**src/rtl/square_motion_ctrl.sv**
```systemverilog
// -----------------------------------------------------------------------------
// square_motion_ctrl
//   Frame-synchronous motion controller for the two-square test pattern.
//   The raw move key is debounced across frames, and the square pair steps
//   once per frame tick (falling edge of the synchronised VS). At the screen
//   edge the pair either wraps home or bounces. The four horizontal bounds
//   only change right after a frame tick, so they are stable for a whole frame.
//
// Ports
//   CLK       in   1   pixel clock
//   rst       in   1   asynchronous, active-low reset
//   VS        in   1   vertical sync, active-low (frame tick on 1->0)
//   KEY_MOVE  in   1   raw move pushbutton, active-low, asynchronous
//   MODE      in   1   0 = wrap to START_X at edge, 1 = bounce
//   SPEED     in   3   pixels per frame, 0 treated as 1
//   LEFT_L    out  11  left square left bound   (= x)
//   LEFT_R    out  11  left square right bound  (= x+SQ_W)
//   RIGHT_L   out  11  right square left bound  (= x+SQ_W+SQ_GAP)
//   RIGHT_R   out  11  right square right bound (= x+SPAN)
//   MOVING    out  1   high while in RUN or REL
//   DIR       out  1   0 = moving right, 1 = moving left
//   FRAME     out  1   one-CLK pulse per detected frame tick
// -----------------------------------------------------------------------------
module square_motion_ctrl #(
  parameter int H_VISIBLE  = 640,
  parameter int SQ_W       = 64,
  parameter int SQ_GAP     = 64,
  parameter int START_X    = 0,
  parameter int DEB_FRAMES = 3
) (
  input  logic        CLK,
  input  logic        rst,
  input  logic        VS,
  input  logic        KEY_MOVE,
  input  logic        MODE,
  input  logic [2:0]  SPEED,
  output logic [10:0] LEFT_L,
  output logic [10:0] LEFT_R,
  output logic [10:0] RIGHT_L,
  output logic [10:0] RIGHT_R,
  output logic        MOVING,
  output logic        DIR,
  output logic        FRAME
);

  localparam int SPAN = 2 * SQ_W + SQ_GAP;
  localparam logic [10:0] X_MAX   = 11'(H_VISIBLE - SPAN);
  localparam logic [10:0] HOME_X  = 11'(START_X);
  localparam logic [10:0] W_SQ    = 11'(SQ_W);
  localparam logic [10:0] W_RL    = 11'(SQ_W + SQ_GAP);
  localparam logic [10:0] W_SPAN  = 11'(SPAN);
  localparam int          CW      = $clog2(DEB_FRAMES + 1);
  localparam logic [CW-1:0] CNT_LAST = CW'(DEB_FRAMES - 1);

  typedef enum logic [1:0] {IDLE, ARM, RUN, REL} state_t;

  state_t        state;
  logic [CW-1:0] cnt;
  logic          vs_s1, vs_s2, vs_d;
  logic          key_s1, key_s2;
  logic [10:0]   step;
  logic [10:0]   step_x;
  logic          step_dir;
  logic          step_en;

  // Two-flop synchronisers for the asynchronous inputs, then a falling-edge
  // detector on the synchronised VS. FRAME rises 3 CLKs after the VS pin falls.
  // NOTE: sequential state uses non-blocking assignments so every flop samples
  // the pre-edge values of the others; blocking here would collapse the chain.
  always_ff @(posedge CLK or negedge rst) begin
    if (!rst) begin
      vs_s1  <= 1'b1;
      vs_s2  <= 1'b1;
      vs_d   <= 1'b1;
      key_s1 <= 1'b1;
      key_s2 <= 1'b1;
      FRAME  <= 1'b0;
    end else begin
      vs_s1  <= VS;
      vs_s2  <= vs_s1;
      vs_d   <= vs_s2;
      key_s1 <= KEY_MOVE;
      key_s2 <= key_s1;
      FRAME  <= vs_d & ~vs_s2;
    end
  end

  // Next position/direction for one step. LEFT_L is the position register x.
  // NOTE: every variable gets a default first so this stays purely
  // combinational and no latch is inferred on the untaken branches.
  always_comb begin
    step     = (SPEED == 3'd0) ? 11'd1 : {8'd0, SPEED};
    step_x   = LEFT_L;
    step_dir = DIR;
    if (!DIR) begin
      if (LEFT_L + step > X_MAX) begin
        if (MODE) begin
          step_x   = X_MAX;
          step_dir = 1'b1;
        end else begin
          step_x   = HOME_X;
        end
      end else begin
        step_x = LEFT_L + step;
      end
    end else if (!MODE) begin
      // Leftward travel left over from bounce mode: turn round, hold position.
      step_dir = 1'b0;
    end else if (LEFT_L < step) begin
      step_x   = 11'd0;
      step_dir = 1'b0;
    end else begin
      step_x = LEFT_L - step;
    end
  end

  assign step_en = FRAME && (state == RUN || state == REL);

  // Debounce FSM: advances only on frame ticks, MOVING registered alongside.
  always_ff @(posedge CLK or negedge rst) begin
    if (!rst) begin
      state  <= IDLE;
      cnt    <= '0;
      MOVING <= 1'b0;
    end else if (FRAME) begin
      case (state)
        IDLE: if (!key_s2) begin
          if (DEB_FRAMES == 1) begin
            state  <= RUN;
            MOVING <= 1'b1;
          end else begin
            state <= ARM;
            cnt   <= CW'(1);
          end
        end
        ARM: if (key_s2) begin
          state <= IDLE;
          cnt   <= '0;
        end else if (cnt >= CNT_LAST) begin
          state  <= RUN;
          cnt    <= '0;
          MOVING <= 1'b1;
        end else begin
          cnt <= cnt + CW'(1);
        end
        RUN: if (key_s2) begin
          state <= REL;
          cnt   <= CW'(1);
        end
        REL: if (!key_s2) begin
          state <= RUN;
          cnt   <= '0;
        end else if (cnt >= CNT_LAST) begin
          state  <= IDLE;
          cnt    <= '0;
          MOVING <= 1'b0;
        end else begin
          cnt <= cnt + CW'(1);
        end
        default: begin
          state  <= IDLE;
          cnt    <= '0;
          MOVING <= 1'b0;
        end
      endcase
    end
  end

  // Bounds are registered together so all four change on the same edge.
  always_ff @(posedge CLK or negedge rst) begin
    if (!rst) begin
      LEFT_L  <= HOME_X;
      LEFT_R  <= HOME_X + W_SQ;
      RIGHT_L <= HOME_X + W_RL;
      RIGHT_R <= HOME_X + W_SPAN;
      DIR     <= 1'b0;
    end else if (step_en) begin
      LEFT_L  <= step_x;
      LEFT_R  <= step_x + W_SQ;
      RIGHT_L <= step_x + W_RL;
      RIGHT_R <= step_x + W_SPAN;
      DIR     <= step_dir;
    end
  end

endmodule

```
**config.mk**
```make
export PLATFORM = sky130hd
export DESIGN_NAME = square_motion_ctrl
export DESIGN_NICKNAME = d
export VERILOG_FILES = /design/src/rtl/square_motion_ctrl.sv
export SDC_FILE = /design/constraint.sdc
export NUM_CORES = 1
export LEC_CHECK = 0
export CAP_MARGIN = 0
export CORE_ASPECT_RATIO = 0.6
export CORE_MARGIN = 1
export CORE_UTILIZATION = 40
export CTS_BUF_LIST = sky130_fd_sc_hd__clkbuf_4 sky130_fd_sc_hd__clkbuf_8
export CTS_CLUSTER_SIZE = 40
export DETAILED_ROUTE_END_ITERATION = 10
export GPL_ROUTABILITY_DRIVEN = 0
export PLACE_DENSITY = 0.67
export SLEW_MARGIN = 30
export SYNTH_ARGS = -nofsm -noshare
export SYNTH_HDL_FRONTEND = slang
export SYNTH_SLANG_ARGS = --single-unit
```
**constraint.sdc**
```tcl
create_clock -name CLK -period 6.45 [get_ports CLK]
set_clock_uncertainty 0.1 [all_clocks]
set_input_delay 1.29 -clock CLK [delete_from_list [all_inputs] [get_ports CLK]]
set_output_delay 1.29 -clock CLK [all_outputs]
set_load 0.005 [all_outputs]
```
* Word-level counts from Yosys, hierarchy flattened
Cells that the tools add are included.
** Storage, ports and cells
- Logic and storage cells :: 72
- Register bits :: 56
- Input port bits :: 8
** Cells by class
- Order comparisons :: 3
- Reduce and logical (&&, ||, !) cells :: 8
- Add/subtract/negate cells :: 6
- Bitwise gates (word level) :: 2
- Mux-type cells :: 28
- Eq/ne operators :: 11
** Operator list (count)
- $mux W11 :: 4
- $add A11 B8 Y11 const B :: 2
- $mux W2 :: 10
- $pmux W2 S4 :: 2
- $add A11 B3 Y11 :: 1
- $add A11 B7 Y11 const B :: 1
- $gt A11 B9 Y1 const B :: 1
- $lt A11 B3 Y1 :: 1
- $sub A11 B3 Y11 :: 1
- $ne A2 B2 Y1 const B :: 5
- $mux W1 :: 9
- $mux W9 :: 1
- $reduce_and A6 Y1 :: 1
- $reduce_and A5 Y1 :: 1
- $eq A2 B2 Y1 const B :: 2
- $logic_not A3 Y1 :: 1
- $mux W3 :: 1
- $ne A3 B2 Y1 const B :: 1
- $ne A3 B3 Y1 const B :: 1
- $reduce_and A3 Y1 :: 1
- $add A2 B1 Y2 const B :: 1
- $eq A2 B1 Y1 const B :: 1
- $ge A2 B2 Y1 const B :: 1
- $logic_not A2 Y1 :: 1
- other kinds (7) :: 7

* Logic depth before layout (Yosys ltp)
Gate-level depths: netlist of the first run.
- Depth after elaboration :: 7
- Mapped depth :: 15
- Depth with buffers taken out :: 15

* Worst setup path after synthesis of the first run
Ideal clock, no wire load.
- Path kind :: input port to flip-flop
- Start point :: input SPEED[0]
- End point :: register RIGHT_R[10]
- Data required time :: 6214 ps
- Buffers on the path :: 0
- Stages :: 14
- Slack :: 1889 ps
- Arrival :: 4324 ps
- Cell sequence :: o21bai_1 > ha_1 > fa_1 > nor2b_2 > or4_4 > a211oi_2 > nor2_2 > a21oi_1 > o211ai_1 > and2_1 > ha_1 > nor4b_1 > xor2_1 > o21ai_0
** Between the ends
- Word-level cells in the longest chain between the ends :: 7
- Elaborated cells on any way between the ends :: 11
- Classes of those cells :: add/sub (3); order compare (2); mux (5); reduce/logical (1)
** RTL lines
- from (decl) :: line 36 : input logic [2:0] SPEED,
- $logic_not A3 Y1 :: line 92 : step = (SPEED == 3'd0) ? 11'd1 : {8'd0, SPEED};
- $mux W3 * :: line 92
- $add A11 B3 Y11, or another cell as far along :: line 96, 104
- $gt A11 B9 Y1 / $mux W11 (equally long branches) :: line 96, 109
- $mux W11 (on tied branches) :: line 96, 106
- $mux W11 * :: line 95 : if (!DIR) begin
- $add A11 B8 Y11 * :: line 181 : RIGHT_R <= step_x + W_SPAN;
- to (signal assigned) :: line 175 : RIGHT_R <= HOME_X + W_SPAN;
- to (signal assigned) :: line 181
- to (decl) :: line 40 : output logic [10:0] RIGHT_R,
Every way passes the cells marked *; elsewhere a longest branch is shown, timed or not.
A chain may end at the register's enable or synchronous reset.

* Worst setup path after layout of the first run
- Start point :: input SPEED[1]
- End point :: register RIGHT_R[10]
The elaborated chain is that of the path after synthesis.

==> results of run 1 <==
## registers in the layout, indices dropped and copies added, names as in the netlist, named ones only
| signal | cells |
|---|---|
| cnt | 2 |
| DIR | 1 |
| MOVING | 1 |
| state | 1 |
| vs_s2 | 1 |
| LEFT_R | 5 |
| LEFT_L | 11 |
| RIGHT_L | 4 |
| vs_s1 | 1 |
| vs_d | 1 |
| RIGHT_R | 4 |
| key_s2 | 1 |
| FRAME | 1 |
| key_s1 | 1 |
## cells in the final DEF (no fill, tap or decap), types with 5 or more instances in the layout
master and instances:
nand3_1 8, dfstp_2 8, o21ai_0 15, a21oi_1 12, clkdlybuf4s50_1 53, o211ai_1 5, ha_1 10, o21a_1 5
inv_1 14, dfrtp_1 28, clkbuf_8 5, nand2_1 30, nor2_1 18, nand4_1 6
## kinds of logic after synthesis
group           count (synthesis)  share of synthesized area (%)
simple gates                   99                          19.64
compound gates                 89                          25.92
buf+inv                        48                          10.90
flops                          36                          33.33
fa+ha+maj                      12                          6.044
xor+xnor                        8                          2.564
mux                             4                          1.602
## layer usage
metal | track usage [%] | share of wire (%)
met1 | 31.10 | 50
met2 | 25.95 | 39
met3 | 7.094 | 10
met4 | 4.730 | 0.77
met5 | 0 | 0
## layout make-up
class / instances / area, um2
timing repair buffer: 54 / 535.5
clock buffer: 5 / 68.82
sequential: 36 / 910.9
clock inverter: 3 / 42.54
fill: 590 / 3115
tap: 84 / 105.1
multi-input combinational: 212 / 1524
inverter: 15 / 56.30
## where the power goes
part           internal, uW  leakage, uW  switching, uW
logic                   405     0.000781            374
registers               307     0.000425            137
clock network           114    0.0000541           84.2
total                   826      0.00126            595
## stage by stage
step,area (um2),instances,setup WS (ns)
after floorplan,2733,296,1.889
after global placement,3132,401,1.148
after detailed placement,3132,401,0.9208
after CTS,3243,409,1.251
after global routing,3243,409,0.9364
final,3243,409,1.218
## how the worst max path moves through the flow
stage,end,slack (ns),start,depth (start not counted)
5_1_grt,RIGHT_R[10],0.94,SPEED[1],15
4_1_cts,RIGHT_R[10],1.25,SPEED[1],15
6_report,RIGHT_R[10],1.22,SPEED[1],15
2_1_floorplan,RIGHT_R[10],1.89,SPEED[0],14
3_5_place_dp,RIGHT_R[10],0.92,SPEED[1],15
3_3_place_gp,RIGHT_R[10],1.15,SPEED[1],15
==> reports/qor.txt, run 1 <==
FP Rows = 22
Pwr per Cell Area = 438.2 mW/mm2
first-pass GRT wire length = 11070 um
worst-skew pair later-pin latency = 0.29 ns
CP endpoint kind = flip-flop
share of the synthesized area in the top cell type = 25.64%
worst hold path type = reg2reg
Worst VDD drop = 0.0001914 V
worst reg-to-reg path cell count = 13
hold depth = 0
Num CTS Buffers = 5
CP max FO = 7
largest net degree at the start of global routing = 37
area delta synth->final = 18.68%
status = finished clean
starting density of the core = 42.98%
period utilisation layout = 81.11%
Post-Syn Instances = 296
setup_tns = 0 ns
EDFF count, synth = 0
MaxCap Viol Count = 0
# diodes = 0
WP buf/inv = 1
mean area per synthesized cell = 9.232 um2
Vias = 2356
fin util = 51.00%
WHS Endpoint = key_s2
slowest stage delay, CP = 0.56 ns
synth unique cells = 82
worst-path cell chain = clkdlybuf4s50_1, o21bai_1, ha_1, fa_1, nor2b_2, o21ai_1, nand2_1, o21ai_2, a211o_2, o211ai_1, and2_1, ha_1, nor4b_1, xor2_1, o21ai_0
unrepaired setup endpoints after global routing = no
Routed WL = 6610 um
Die ar. = 0.007177 mm2
CTS tree = yes
Yosys Warn Count = 0
cell mode on critical path = ha_1
ys async rst share = 100.0%
Lkg Pwr = 0.001260 uW
Final Setup Violations = 0
reg-to-reg startpoint = LEFT_L[0]
post-DR wirelength/cell = 16.16 um
CTS Hold Bufs = 0
largest area contributor in the netlist = dfrtp_1
Die Y = 66.02 um
Tot Pwr = 1421 uW
vias in the first global route = 2131
WP data arrival = 5.28 ns
post_cts resized = 0
worst reg2reg setup slack = 2.40 ns
r2r endpoint = RIGHT_R[10]
IO buf count = 54
Ports = 55
post-synthesis sequential area ratio = 33.33%
vias per cell = 5.760
Post-CTS Setup Bufs = 0
DRT iter0 DRCs = 183
Synth Register Bits = 36
Main synth FF type = dfrtp_1
Setup crit start kind = input port
post-synthesis net count = 316
largest cells by area after synthesis = dfrtp_1, dfstp_2, buf_4, ha_1, nand2_1
hold_sp = key_s1
share of cells above drive strength 1 = 14.77%
most numerous cell in the Yosys netlist = nand2_1
core area = 0.006359 mm2
nets = 344
H-tree depth = 2
worst hold margin = 0.2569 ns
Crit path required time = 6.50 ns
synthesized area = 0.002733 mm2
relative slew slack = 33.65%
Slew Limit Fails = 0
Tmin final = 5.232 ns
Achievable Freq = 191.1 MHz
measured slew at the worst slew-check pin = 0.9701 ns
clock sink count = 36
Max Root-Sink Buffers = 2
total grt overflow = 0
kind of critical path = in2reg
remaining antenna violation count = 0
Die X-Extent = 108.7 um
Clock Pin Slew Worst Setup and Hold Paths = 0.08 ns
Top Family by Delay on Critical Path = compound AO/OA/AOI/OAI gates
Tot GR Track Use = 20.21%
antenna violations before repair = 0
DRT Pass-1 Iters = 5
Synth top cells by count = nand2_1, dfrtp_1, buf_4
DP Wirelength = 4971 um
clk root buf = clkbuf_8
final hold vios = 0
CP max stage cell = clkdlybuf4s50_1
DR DRC count = 0
Power figures use the tool's default switching activity.
==> run 2: changes to the inputs <==
PLACE_DENSITY = 0.69   (was 0.67)
clock period = 4.5 ns   (was 6.45 ns; I/O delays follow)
==> run 2 against run 1 <==
- via count rose by 4.3%
- cell count increased by 6.1%
- global-route usage rose by 1.5 points
- clock power up 30%
- clock-buffer cell count increased by 3
- worst hold slack got worse by 0.00099 ns
- die area unchanged
- combinational power rose by 62%
- utilization up 3.2 points
- non-clock buffer count rose by 25
- wire length is 7.3% higher
- final area grew 6.2%
- largest cell class unchanged
- highest routed layer unchanged
==> reports/qor.txt, run 2 (synthesized netlist as in run 1, its figures left out) <==
status = finished clean
Max Root-Sink Buffers = 2
Biggest register = LEFT_L
worst hold path type = reg2reg
kind of critical path = in2reg
remaining antenna violation count = 0
Ports = 55
Crit path required time = 4.55 ns
CP max FO = 5
DR DRC count = 0
Num CTS Buffers = 5
clk root buf = clkbuf_8
relative slew slack = 42.25%
CTS Hold Bufs = 0
reg-to-reg startpoint = LEFT_L[0]
Tot GR Track Use = 21.73%
vias in the first global route = 2270
area delta synth->final = 26.10%
DRT iter0 DRCs = 228
vias per cell = 5.661
most frequent cells in the layout = clkdlybuf4s50_1, nand2_1, dfrtp_1, buf_4, nor2_1
top flop regs = LEFT_L x11, LEFT_R x5
first-pass GRT wire length = 11800 um
Slew Limit Fails = 0
Die Y = 66.02 um
Reg area = 910.9 um2
# diodes = 0
Final Setup Violations = 0
CTS tree = yes
DP Wirelength = 5372 um
final hold vios = 0
max FFs per register = 11
hold_sp = vs_s1
core area = 0.006359 mm2
worst setup path start = SPEED[2]
Clock Pin Slew Worst Setup and Hold Paths = 0.07 ns
starting density of the core = 42.98%
Achievable Freq = 233.0 MHz
Worst VDD drop = 0.0002988 V
Post-Layout Cell Count = 434
Setup crit start kind = input port
Tmin final = 4.291 ns
WP data arrival = 4.34 ns
IO buf count = 54
share of cells above drive strength 1 = 22.00%
Fill cells = 592
Die ar. = 0.007177 mm2
period utilisation layout = 95.36%
worst hold margin = 0.2559 ns
measured slew at the worst slew-check pin = 0.8444 ns
design area = 0.003446 mm2
total grt overflow = 0
Vias = 2457
largest net degree at the start of global routing = 37
clock sink count = 36
MaxCap Viol Count = 0
worst-skew pair later-pin latency = 0.28 ns
Die X-Extent = 108.7 um
FP Rows = 22
post-DR wirelength/cell = 16.35 um
H-tree depth = 2
Tot Pwr = 2164 uW
nets = 369
Lkg Pwr = 0.001380 uW
most common cell after layout, fill and taps aside = clkdlybuf4s50_1
CP endpoint kind = flip-flop
placed cell areas = 0.003319 mm2
unrepaired setup endpoints after global routing = no
DRT Pass-1 Iters = 5
multi-input logic area = 0.001546 mm2
Routed WL = 7095 um
antenna violations before repair = 0
Placed Cells = 426
Pwr per Cell Area = 628.0 mW/mm2
run 2: layout make-up:
class                           instances  area share, %
Timing Repair Buffer                   79          20.99
Sequential cell                        36          26.43
Inverter                               15          1.634
Tap cell                               84          3.050
Clock buffer                            8          3.014
Multi-Input combinational cell        212          44.88
run 2: stage by stage:
step | TNS [ns] | util [%] | worst slack [ns]
floorplan | 0 | - | 0.3293
global placement | -0.1374 | 52.20 | -0.07074
detailed placement | -0.4581 | 52.20 | -0.1632
CTS | 0 | 53.84 | 0.1173
global route | 0 | 54.19 | 0.01063
finish | 0 | 54.19 | 0.2088
run 2: critical path, stage by stage:
cell             delay, ns
clkdlybuf4s50_1       0.44
o21bai_1              0.21
buf_4                 0.14
ha_1                  0.14
inv_1                 0.05
fa_1                  0.41
a211oi_2              0.27
nand3_1               0.22
nor4_1                0.32
a21oi_2               0.15
a22oi_2               0.23
and2_4                0.19
ha_2                  0.21
nor3_1                0.06
a221oi_1              0.26
o211ai_1              0.13
run 2: what timing repair did:
item,CTS,global route
gates resized for setup,0,5
setup endpoints to repair,0,3
setup buffers,0,0
endpoints found under the hold margin,0,0
run 2: final timing paths:
check | endpoint | slack, ns | cells past startpoint
setup / recovery | RIGHT_R[9] | 0.21 | 16
hold / removal | vs_s2 | 0.26 | 0
setup reg to reg | RIGHT_R[10] | 0.96 | 13
hold reg to reg | vs_s2 | 0.26 | 0
max in group asynchronous | RIGHT_L[8] | 3.20 | 1
min in group asynchronous | cnt[0] | 0.59 | 1
run 2: where the power goes:
part | total, uW | switching [uW] | internal (uW)
combinational | 1260 | 575 | 685
clock | 259 | 113 | 146
sequential | 644 | 204 | 440
total | 2160 | 892 | 1270
run 2: per-layer routing:
metal	global-route usage, %	vias to the layer above	part of all wire, %
li1	-	1166	-
met1	35.14	1149	50
met2	28.72	129	39
met3	5.025	13	10
met4	3.209	0	0.92
met5	0	-	0
